[config.mk]
export PLATFORM = sky130hd
export DESIGN_NAME = prog_seq_detect
export DESIGN_NICKNAME = d
export VERILOG_FILES = /design/src/rtl/seq_detect_pkg.sv /design/src/rtl/seq_match_cnt.sv /design/src/rtl/prog_seq_detect.sv
export SDC_FILE = /design/constraint.sdc
export NUM_CORES = 1
export LEC_CHECK = 0
export BUFFER_PORTS_ARGS = -buffer_cell sky130_fd_sc_hd__buf_2
export CORE_ASPECT_RATIO = 0.5
export CORE_MARGIN = 1.5
export CORE_UTILIZATION = 25
export CTS_BUF_LIST = sky130_fd_sc_hd__clkbuf_4
export DETAILED_ROUTE_END_ITERATION = 8
export GPL_TIMING_DRIVEN = 0
export MAX_ROUTING_LAYER = met4
export SYNTH_ARGS = -nofsm -noshare
export SYNTH_HDL_FRONTEND = slang
export SYNTH_SLANG_ARGS = --single-unit
[constraint.sdc]
create_clock -name CLK -period 3.77 [get_ports CLK]
set_input_delay 1.131 -clock CLK [delete_from_list [all_inputs] [get_ports CLK]]
set_output_delay 1.131 -clock CLK [all_outputs]
set_load 0.02 [all_outputs]
[src/rtl/seq_detect_pkg.sv]
// Shared types and reset defaults for the programmable serial sequence detector.
package seq_detect_pkg;

  typedef enum logic {
    ST_FILL = 1'b0,
    ST_RUN  = 1'b1
  } seq_state_t;

  localparam logic [7:0] DEF_PAT = 8'hAB;
  localparam int         DEF_LEN = 8;

endpackage

[src/rtl/seq_match_cnt.sv]
// Saturating match counter: one-cycle update on inc, synchronous clear wins over inc.
module seq_match_cnt #(
  parameter int CNT_W = 8
) (
  input  logic             CLK,
  input  logic             RST,
  input  logic             inc,
  input  logic             clr,
  output logic [CNT_W-1:0] cnt
);

  always_ff @(posedge CLK or posedge RST) begin
    if (RST) begin
      cnt <= '0;
    end else if (clr) begin
      cnt <= '0;
    end else if (inc && (cnt != '1)) begin
      cnt <= cnt + CNT_W'(1);
    end
  end

endmodule

[src/rtl/prog_seq_detect.sv]
// Programmable serial pattern detector; MATCH is Mealy (same cycle as the last bit), count/err registered.
// Define SEQ_DETECT_CFG_CHECK_EN to also reject loads with CFG_PAT bits set at or above CFG_LEN.
module prog_seq_detect
  import seq_detect_pkg::*;
#(
  parameter int PAT_W = 16,
  parameter int CNT_W = 8
) (
  input  logic                         CLK,
  input  logic                         RST,
  input  logic                         EN,
  input  logic                         D_IN,
  input  logic                         CFG_LD,
  input  logic [PAT_W-1:0]             CFG_PAT,
  input  logic [$clog2(PAT_W+1)-1:0]   CFG_LEN,
  input  logic                         CFG_OVL,
  output logic                         MATCH,
  output logic [CNT_W-1:0]             MATCH_CNT,
  output logic                         CFG_ERR
);

  localparam int               LEN_W   = $clog2(PAT_W + 1);
  localparam logic [LEN_W-1:0] LEN_ONE = LEN_W'(1);
  localparam logic [LEN_W-1:0] LEN_MAX = LEN_W'(PAT_W);

  seq_state_t       state;
  // Only LEN-1 past bits are ever compared, so the oldest history bit is not stored.
  logic [PAT_W-2:0] hist;
  logic [PAT_W-1:0] pat;
  logic [PAT_W-1:0] window;
  logic [PAT_W-1:0] len_mask;
  logic [LEN_W-1:0] len;
  logic [LEN_W-1:0] len_m1;
  logic [LEN_W-1:0] fill;
  logic [LEN_W-1:0] fill_nxt;
  logic             ovl;
  logic             win_hit;
  logic             ld_ok;
  logic             ld_accept;

  assign window   = {hist, D_IN};
  assign len_mask = ~({PAT_W{1'b1}} << len);
  assign len_m1   = len - LEN_ONE;
  assign win_hit  = ((window ^ pat) & len_mask) == '0;
  assign MATCH    = EN && !CFG_LD && (state == ST_RUN) && win_hit;

`ifdef SEQ_DETECT_CFG_CHECK_EN
  logic [PAT_W-1:0] cfg_mask;
  assign cfg_mask = ~({PAT_W{1'b1}} << CFG_LEN);
  assign ld_ok    = (CFG_LEN != '0) && (CFG_LEN <= LEN_MAX) && ((CFG_PAT & ~cfg_mask) == '0);
`else
  assign ld_ok    = (CFG_LEN != '0) && (CFG_LEN <= LEN_MAX);
`endif

  assign ld_accept = CFG_LD && ld_ok;

  // Non-overlap mode restarts the fill on the match edge so the next hit needs LEN fresh bits.
  always_comb begin
    fill_nxt = fill;
    if (MATCH && !ovl) begin
      fill_nxt = '0;
    end else if (fill < len_m1) begin
      fill_nxt = fill + LEN_ONE;
    end
  end

  always_ff @(posedge CLK or posedge RST) begin
    if (RST) begin
      hist    <= '0;
      fill    <= '0;
      state   <= ST_FILL;
      pat     <= PAT_W'(DEF_PAT);
      len     <= LEN_W'(DEF_LEN);
      ovl     <= 1'b1;
      CFG_ERR <= 1'b0;
    end else begin
      CFG_ERR <= CFG_LD && !ld_ok;
      if (CFG_LD) begin
        if (ld_ok) begin
          pat   <= CFG_PAT;
          len   <= CFG_LEN;
          ovl   <= CFG_OVL;
          hist  <= '0;
          fill  <= '0;
          state <= (CFG_LEN == LEN_ONE) ? ST_RUN : ST_FILL;
        end
      end else if (EN) begin
        hist  <= window[PAT_W-2:0];
        fill  <= fill_nxt;
        state <= (fill_nxt >= len_m1) ? ST_RUN : ST_FILL;
      end
    end
  end

  seq_match_cnt #(
    .CNT_W (CNT_W)
  ) u_match_cnt (
    .CLK (CLK),
    .RST (RST),
    .inc (MATCH),
    .clr (ld_accept),
    .cnt (MATCH_CNT)
  );

endmodule

* After elaboration in Yosys (flattened, before gate mapping)
Cells that the tools add are included.
** Word-level totals
- Flip-flop bits (word level) :: 52
- Input port bits :: 27
- Word-level logic and storage cells :: 53
** Cells by class
- $add $sub $neg :: 3
- $lt $le $gt $ge :: 3
- Eq/ne operators :: 3
- Shift operators :: 1
- Multiplexer cells :: 15
- Bitwise logic cells :: 3
- Reductions and logical operators :: 17
** Operators with widths (count)
- $mux W15 :: 3
- $mux W5 :: 5
- $and A16 B16 Y16 :: 1
- $logic_not A16 Y1 :: 1
- $mux W8 :: 2
- $not A16 Y16 :: 1
- $shl A16 B5 Y16 const A :: 1
- $xor A16 B16 Y16 :: 1
- $add A8 B1 Y8 const B :: 1
- $logic_and A1 B1 Y1 :: 8
- $ne A8 B8 Y1 const B :: 1
- $add A5 B1 Y5 const B :: 1
- $eq A5 B1 Y1 const B :: 1
- $ge A5 B5 Y1 :: 1
- $le A5 B5 Y1 const B :: 1
- $lt A5 B5 Y1 :: 1
- $mux W1 :: 5
- $reduce_bool A5 Y1 :: 1
- $sub A5 B1 Y5 const B :: 1
- $reduce_and A2 Y1 :: 2
- $reduce_bool A2 Y1 :: 2
- $logic_not A1 Y1 :: 3
- $ne A2 B1 Y1 const B :: 1

* Depth between registers and ports, before layout
Gate-level depths: netlist of run 1.
- Depth in word-level cells :: 11
- Depth in mapped cells :: 18

* Cells and area by module
Synthesis of run 1 repeated with hierarchy kept, for this count alone.
** Second synthesis, totals
- Cells, all modules :: 334
- Area total of the unflattened synthesis :: 3041.7 sq um
** By module, submodules not included
- prog_seq_detect :: times used 1, cells an instance 285, area each 2537.4 sq um
- seq_match_cnt :: times used 1, cells an instance 49, area each 504.2 sq um

* Worst setup path before layout of run 1
Ideal clock, no wire load.
- Path kind :: in2out
- Start :: input D_IN
- End :: output MATCH
- Data arrival time :: 2.713 ns
- Required time :: 2.639 ns
- Path slack :: -0.074 ns
- Cell stages on the path :: 6
- Buffers on the path :: 1
- Path through :: xnor2_1 -> o2bb2ai_1 -> or4b_4 -> or4_4 -> buf_2 -> inv_1
** On the way
- Cells in the longest elaborated chain, start to end :: 4
** RTL lines
- start: declaration :: line prog_seq_detect.sv:12 : input logic D_IN,
- $xor A16 B16 Y16 :: line prog_seq_detect.sv:44 : assign win_hit = ((window ^ pat) & len_mask) == '0;
- $and A16 B16 Y16 :: line prog_seq_detect.sv:44
- $logic_not A16 Y1 :: line prog_seq_detect.sv:44
- $logic_and A1 B1 Y1 :: line prog_seq_detect.sv:45 : assign MATCH = EN && !CFG_LD && (state == ST_RUN) && win_hit;
- end: declaration :: line prog_seq_detect.sv:17 : output logic MATCH,
Every way passes these cells.

* Final worst setup path of run 1
- Start :: register len[0]
- End :: output MATCH
** On the way
- Cells in the longest elaborated chain, start to end :: 5
** RTL lines
- start: declaration :: line prog_seq_detect.sv:32 : logic [LEN_W-1:0] len;
- start signal: assignment :: line prog_seq_detect.sv:73 : len <= LEN_W'(DEF_LEN);
- $shl A16 B5 Y16 :: line prog_seq_detect.sv:42 : assign len_mask = ~({PAT_W{1'b1}} << len);
- $not A16 Y16 :: line prog_seq_detect.sv:42
- $and A16 B16 Y16 :: line prog_seq_detect.sv:44
- $logic_not A16 Y1 :: line prog_seq_detect.sv:44
- $logic_and A1 B1 Y1 :: line prog_seq_detect.sv:45
Every way passes these cells.

==> results of run 1 <==
==> tightest hold or removal path, stage by stage, from the launching register on <==
cell and delay [ps]:
sky130_fd_sc_hd__dfstp_2 400, sky130_fd_sc_hd__nand2_1 50, sky130_fd_sc_hd__nand2_1 40
==> cells by family after synthesis <==
| group | after synthesis |
|---|---|
| buffers and inverters | 26 |
| AND/OR/NAND/NOR | 151 |
| multiplexers | 2 |
| XOR/XNOR | 23 |
| adder cells (fa/ha/maj) | 15 |
| AO/OA/AOI/OAI | 72 |
| flip-flops | 52 |
==> timing repair <==
| action | in CTS | in global routing |
|---|---|---|
| endpoints found under the hold margin | 0 | 0 |
| setup endpoints to repair | 2 | 2 |
| buffers inserted | 7 | 1 |
| pin swaps | 5 | 0 |
| gates resized for setup | 15 | 6 |
| gates cloned | 0 | 0 |
==> sequential cells by signal (all words and copies together) (netlist names) <==
signal	flops
u_match_cnt.cnt	8
hist	15
pat	16
CFG_ERR	1
len	5
fill	5
state	1
ovl	1
==> metal layers <==
| layer | wire length, um | vias to the layer above | GRT usage [%] |
|---|---|---|---|
| li1 | - | 1277 | - |
| met1 | 3810 | 1205 | 17.2 |
| met2 | 3370 | 42 | 19.7 |
| met3 | 204 | 5 | 1.83 |
| met4 | 57 | 0 | 2.55 |
| met5 | 0 | - | - |
==> through the flow <==
stage | setup WS (ps) | total power [uW] | area, um^2 | instances | hold WS [ps]
finish | -111 | 1410 | 3560 | 552 | 475
detailed placement | -434 | 1100 | 3370 | 537 | 456
global placement | -430 | 1090 | 3350 | 536 | 458
floorplan | 19.9 | 986 | 2980 | 341 | 442
global route | -182 | 1500 | 3560 | 552 | 493
CTS | -98.0 | 1400 | 3530 | 551 | 478
==> cells in the final DEF (no fill, tap or decap), types with 3 or more instances in the layout <==
master / synthesis / layout
sky130_fd_sc_hd__a21oi_1: 9 / 9
sky130_fd_sc_hd__nor2_1: 14 / 14
sky130_fd_sc_hd__o22ai_1: 3 / 3
sky130_fd_sc_hd__clkbuf_4: 0 / 6
sky130_fd_sc_hd__dfstp_2: 7 / 7
sky130_fd_sc_hd__dfrtp_1: 45 / 42
sky130_fd_sc_hd__or4_1: 3 / 3
sky130_fd_sc_hd__buf_4: 1 / 9
sky130_fd_sc_hd__inv_2: 0 / 3
sky130_fd_sc_hd__xor2_1: 9 / 9
sky130_fd_sc_hd__and4_1: 4 / 4
sky130_fd_sc_hd__xnor2_1: 14 / 14
sky130_fd_sc_hd__nor2b_1: 5 / 5
sky130_fd_sc_hd__nand3_1: 4 / 4
sky130_fd_sc_hd__nor3_1: 7 / 6
sky130_fd_sc_hd__dfrtp_2: 0 / 3
sky130_fd_sc_hd__o21ai_0: 28 / 28
sky130_fd_sc_hd__inv_1: 9 / 4
sky130_fd_sc_hd__o31ai_1: 4 / 4
sky130_fd_sc_hd__buf_2: 3 / 37
sky130_fd_sc_hd__a22o_1: 3 / 3
sky130_fd_sc_hd__ha_1: 15 / 13
sky130_fd_sc_hd__a21o_1: 4 / 4
sky130_fd_sc_hd__nand2_1: 101 / 101
sky130_fd_sc_hd__clkbuf_1: 13 / 11
==> layout make-up <==
| cell class | count | area, um^2 | share of cell area (%) |
|---|---|---|---|
| plain buffers | 16 | 68.8 | 1.93 |
| clock buffers | 6 | 45.0 | 1.27 |
| clock inverters | 2 | 11.3 | 0.317 |
| inverters | 9 | 38.8 | 1.09 |
| multi-input cells | 263 | 1610 | 45.4 |
| flip-flops and latches | 52 | 1310 | 36.9 |
| well taps | 159 | 199 | 5.59 |
| repair buffers | 45 | 267 | 7.49 |
==> path summary, 6_finish.rpt <==
path	start	endpoint	slack, ps	cells after the start
min	pat[3]$_DFFE_PP1P_	pat[3]$_DFFE_PP1P_	470	2
max in group asynchronous	RST	ovl$_DFFE_PP1P_	2360	3
min in group asynchronous	RST	fill[1]$_DFFE_PP0P_	790	2
max	len[0]$_DFFE_PP0P_	MATCH	-110	10
min reg2reg	pat[3]$_DFFE_PP1P_	pat[3]$_DFFE_PP1P_	470	2
max reg2reg	len[0]$_DFFE_PP0P_	state$_DFFE_PP0P_	50	19
==> power by group <==
part	switching, uW	internal [uW]
logic	257	209
clock network	184	78.7
registers	57.3	622
total	498	909
==> impl_metrics.json, run 1 <==
{
  "buffer_ports.inserted": 36,
  "yosys_register_bits": 52,
  "ys_types": 52,
  "n_antenna_cell": 0,
  "worstPathMaxFanout": 4,
  "standby_leakage_power_uw": 0.00165,
  "routabilityCongestion": 0.811,
  "syn_avg_cell_area_um2": 8.72,
  "layout_min_cycle_time_ps": 3880,
  "worstHoldPathType": "reg -> reg",
  "max_cap_check_violation_count": 0,
  "routed_wirelength_um": 7440,
  "final.fill_count": 1206,
  "boundaryPins": 37,
  "first_pass_iters": 4,
  "crit_path_cell_trace": "inv_2, ha_4, inv_4, ha_4, nor3_2, o22ai_1, or4b_4, or4_4, inv_4, buf_6",
  "top_count_cell_post_synth": "sky130_fd_sc_hd__nand2_1",
  "tightest_slew_ps": 772,
  "worstSetupEndpointType": "output pin",
  "cts_hold_buf": 0,
  "ys.flop_type": "sky130_fd_sc_hd__dfrtp_1",
  "mappedNetlistNets": 383,
  "critical_path.n_buffers_inverters": 4,
  "timing.final.crit_share_pct": 103,
  "crit_slowest_cell": "sky130_fd_sc_hd__or4b_4",
  "final_net_count": 434,
  "cp_top_family": "simple AND/OR/NAND/NOR gates",
  "setup_violations": 1,
  "maximum_number_of_pins_on_one_net_before_global_route_repair": 28,
  "post-route-worst-setup-slack_ps": -111,
  "antenna_left": 0,
  "antenna_violations_before_repair": 0,
  "max_freq_ghz": 0.258,
  "synth-simple-area-share_pct": 22.8,
  "required_ps": 2640,
  "synth_mux_area_share_pct": 0.673,
  "run_status": "finished with violations",
  "post_synth_xor_area_fraction_pct": 6.78,
  "synth.cell_area_um2": 2970,
  "tritoncts_num_sinks": 52,
  "synth.top_cells.by_count": "sky130_fd_sc_hd__nand2_1 (101), sky130_fd_sc_hd__dfrtp_1 (45), sky130_fd_sc_hd__o21ai_0 (28)",
  "syn_warnings": 0,
  "detail_route.vias_per_cell": 4.58,
  "crit_path_start_kind": "register",
  "num_vias": 2529,
  "hold_viol": 0,
  "layout-drive-gt1-share_pct": 20.9,
  "main_combinational_cell_family_by_area_after_synthesis": "simple AND/OR/NAND/NOR gates",
  "finalSetupTns_ps": -111,
  "arrival_time_at_the_worst_endpoint_ps": 2750,
  "worst_skew_pair.late_latency_ps": 370,
  "synth_compound_area_share_pct": 15.8,
  "grt_remaining_overflow": 0,
  "setup.worst_path.class": "reg -> out",
  "max_slew_margin_pct": 48.1,
  "finalClockSkew_ps": 9.54,
  "global_route.usage.total_pct": 12.5,
  "worst_ir_drop_vdd_v": 0.000158,
  "wire_length_of_the_first_global_routing_pass_um": 12000,
  "grt_pass1_vias": 2421,
  "synth-seq-area-share_pct": 44.1,
  "netlist_top_cells_area": "sky130_fd_sc_hd__dfrtp_1 (38%), sky130_fd_sc_hd__nand2_1 (13%), sky130_fd_sc_hd__ha_1 (6.3%)",
  "area_fraction_of_the_dominant_cell_type_after_synthesis_pct": 37.9,
  "tritoncts": "built",
  "cpPeakStageDelay_ps": 540,
  "die-area_um2": 12600,
  "path_clk_slew_ps": 150,
  "core-area_um2": 11300,
  "power_density_nw_per_um2": 396,
  "dp.final_hpwl_um": 5420,
  "placement_rows": 27,
  "violations": "negative setup slack",
  "netlist_instances": 341,
  "cell_taking_the_most_area_after_synthesis": "sky130_fd_sc_hd__dfrtp_1",
  "final_core_utilization_pct": 31.5,
  "postSynth.asyncResetShare_pct": 100,
  "floorplan.initialDensity_pct": 26.3,
  "cts.path.max_buffers": 2,
  "cts_made_buffers": 5,
  "rsz0062_at_grt": "true",
  "die_height_um": 80.1,
  "cts.root.buffer_cell": "sky130_fd_sc_hd__clkbuf_4",
  "synth-adder-area-share_pct": 6.31,
  "slew_violations": 0,
  "drt_iter0_markers": 199,
  "detail_route.drc_violations": 0,
  "die_w_um": 157,
  "area_delta_synth_final_pct": 19.7,
  "edff_count_synth": 0,
  "route.detailed.wl_per_inst_um": 13.5,
  "htreeDepth": 2
}
(Power assumes the default switching activity.)
==> run 2, diff against run 1 <==
--- a/config.mk
+++ b/config.mk
@@ -7,12 +7,13 @@
 export LEC_CHECK = 0
 export BUFFER_PORTS_ARGS = -buffer_cell sky130_fd_sc_hd__buf_2
 export CORE_ASPECT_RATIO = 0.5
-export CORE_MARGIN = 1.5
+export CORE_MARGIN = 8
 export CORE_UTILIZATION = 25
 export CTS_BUF_LIST = sky130_fd_sc_hd__clkbuf_4
 export DETAILED_ROUTE_END_ITERATION = 8
 export GPL_TIMING_DRIVEN = 0
 export MAX_ROUTING_LAYER = met4
+export SETUP_SLACK_MARGIN = 0.4
 export SYNTH_ARGS = -nofsm -noshare
 export SYNTH_HDL_FRONTEND = slang
 export SYNTH_SLANG_ARGS = --single-unit
==> run 2 against run 1 <==
The flow still finishes with violations (negative setup slack). Critical path depth is 1 higher. First-iteration DRC count is 9.5% lower. Clock power is 3% higher. Maximum frequency is 0.90% lower. Combinational power is 1% higher. Routed wire length is 3.3% higher. Worst hold slack better by 2.2 ps. Global-route usage is 2.5 points lower. Sequential power hardly changed.
==> impl_metrics.json, run 2 (same netlist as run 1, synthesis figures left out) <==
{
  "cts.root.buffer_cell": "sky130_fd_sc_hd__clkbuf_4",
  "path_clk_slew_ps": 160,
  "arrival_time_at_the_worst_endpoint_ps": 2790,
  "buffer_ports.inserted": 36,
  "setup_violations": 1,
  "worstHoldPathType": "reg -> reg",
  "num_vias": 2615,
  "mostFrequentLayoutCells": "sky130_fd_sc_hd__nand2_1 (101), sky130_fd_sc_hd__dfrtp_1 (43), sky130_fd_sc_hd__buf_2 (37)",
  "max_cap_check_violation_count": 0,
  "regMostFlops": "pat",
  "multi_input_comb_area_um2": 1620,
  "detail_route.drc_violations": 0,
  "dp.final_hpwl_um": 5500,
  "crit_path_start_kind": "register",
  "htreeDepth": 2,
  "global_route.usage.total_pct": 10.1,
  "routed_wirelength_um": 7690,
  "reg_area_um2": 1310,
  "hold_viol": 0,
  "layout-drive-gt1-share_pct": 22.4,
  "finalClockSkew_ps": 8.70,
  "worstSetupEndpointType": "output pin",
  "route.detailed.wl_per_inst_um": 13.7,
  "layout.cells.most_common": "sky130_fd_sc_hd__nand2_1",
  "tightest_slew_ps": 954,
  "critical_path.n_buffers_inverters": 5,
  "max_freq_ghz": 0.255,
  "layout_min_cycle_time_ps": 3920,
  "crit_slowest_cell": "sky130_fd_sc_hd__or4b_4",
  "final_core_utilization_pct": 31.0,
  "antenna_violations_before_repair": 1,
  "max_slew_margin_pct": 35.9,
  "routabilityCongestion": 0.819,
  "tritoncts": "built",
  "violations": "negative setup slack",
  "die-area_um2": 15800,
  "power_density_nw_per_um2": 391,
  "grt_remaining_overflow": 0,
  "core-area_um2": 11700,
  "rsz0062_at_grt": "true",
  "standby_leakage_power_uw": 0.00168,
  "drt_iter0_markers": 180,
  "antenna_left": 0,
  "cpPeakStageDelay_ps": 530,
  "final_net_count": 438,
  "tritoncts_num_sinks": 52,
  "finalSetupTns_ps": -146,
  "fin_worst_hold_slack_ps": 477,
  "post-route-worst-setup-slack_ps": -146,
  "grt_pass1_vias": 2532,
  "worstPathMaxFanout": 3,
  "required_ps": 2640,
  "cts_hold_buf": 0,
  "timing.final.crit_share_pct": 104,
  "worst_ir_drop_vdd_v": 0.000154,
  "die_height_um": 93.1,
  "crit_path_cell_trace": "inv_2, ha_4, inv_4, ha_4, nor3_2, o22ai_1, or4b_4, or4_4, buf_8, clkinv_8, buf_8",
  "slew_violations": 0,
  "maximum_number_of_pins_on_one_net_before_global_route_repair": 39,
  "setup.worst_path.class": "reg -> out",
  "cts.path.max_buffers": 2,
  "boundaryPins": 37,
  "detail_route.vias_per_cell": 4.64,
  "largest_reg_flops": 16,
  "cp_top_family": "simple AND/OR/NAND/NOR gates",
  "reg.largest.list": "pat x16, hist x15, u_match_cnt.cnt x8",
  "placement_rows": 28,
  "final.fill_count": 1275,
  "worst_skew_pair.late_latency_ps": 380,
  "die_w_um": 170,
  "cts_made_buffers": 5,
  "fin_area_um2": 3630,
  "area_delta_synth_final_pct": 22.1,
  "dpl_cell_area_um2": 3410,
  "first_pass_iters": 4,
  "run_status": "finished with violations",
  "wire_length_of_the_first_global_routing_pass_um": 12600,
  "floorplan.initialDensity_pct": 25.4
}
[run 2: cell types whose count changed in the layout (fill, tap and decap cells not counted), sizes merged]
cell,change
clkbuf,-1
clkinv,+1
buf,+4
diode,+1
[run 2: timing repair]
item,in CTS,in global routing
buffers inserted,9,2
pin swaps,5,7
gates resized for setup,15,7
setup endpoints to repair,2,6
[run 2: worst reg2reg max path: cells and delay by family (launching register included)]
family | cells | cell delay (ps)
AO/OA/AOI/OAI | 5 | 600
AND/OR/NAND/NOR | 5 | 1630
flip-flops | 1 | 470
buffers and inverters | 3 | 280
adder cells (fa/ha/maj) | 3 | 620
[run 2: layout make-up]
class / count / share of cell area, %
multi-input cells: 263 / 44.8
flip-flops and latches: 52 / 36.2
repair buffers: 48 / 8.07
well taps: 165 / 5.69
plain buffers: 17 / 2.28
inverters: 9 / 1.34
clock buffers: 5 / 1.03
clock inverters: 3 / 0.586
diodes: 1 / 0.0690
[run 2: final timing paths]
path	from	end	slack, ps	cells past startpoint
worst min register to register	pat[1]$_DFFE_PP1P_	pat[1]$_DFFE_PP1P_	480	2
worst min-delay path	pat[1]$_DFFE_PP1P_	pat[1]$_DFFE_PP1P_	480	2
max in group asynchronous	RST	ovl$_DFFE_PP1P_	2500	3
min in group asynchronous	RST	u_match_cnt.cnt[6]$_DFFE_PP0P_	680	2
worst max register to register	len[0]$_DFFE_PP0P_	state$_DFFE_PP0P_	60	16
worst max-delay path	len[0]$_DFFE_PP0P_	MATCH	-150	11
[run 2: stage by stage]
| stage | cells | power, uW | setup slack (ps) |
|---|---|---|---|
| final | 563 | 1420 | -146 |
| after global routing | 563 | 1530 | -243 |
| after CTS | 560 | 1420 | -286 |
| after detailed placement | 543 | 1110 | -387 |
| after global placement | 542 | 1100 | -399 |
| after floorplan | 341 | 996 | 176 |
[run 2: per-layer routing]
layer  track usage (%)  up-vias  share of wire (%)
met5                 -        -                  0
met4              3.41        0                1.5
met3              1.43        8                2.8
met2              16.1       53                 48
met1              12.9     1271                 48
li1                  -     1283                  -
[run 2: where the power goes]
group | leakage (uW) | switching (uW) | internal [uW] | total (uW)
sequential | 0.000669 | 54.8 | 621 | 676
clock | 0.0000316 | 197 | 74.5 | 271
combinational | 0.000980 | 254 | 217 | 471
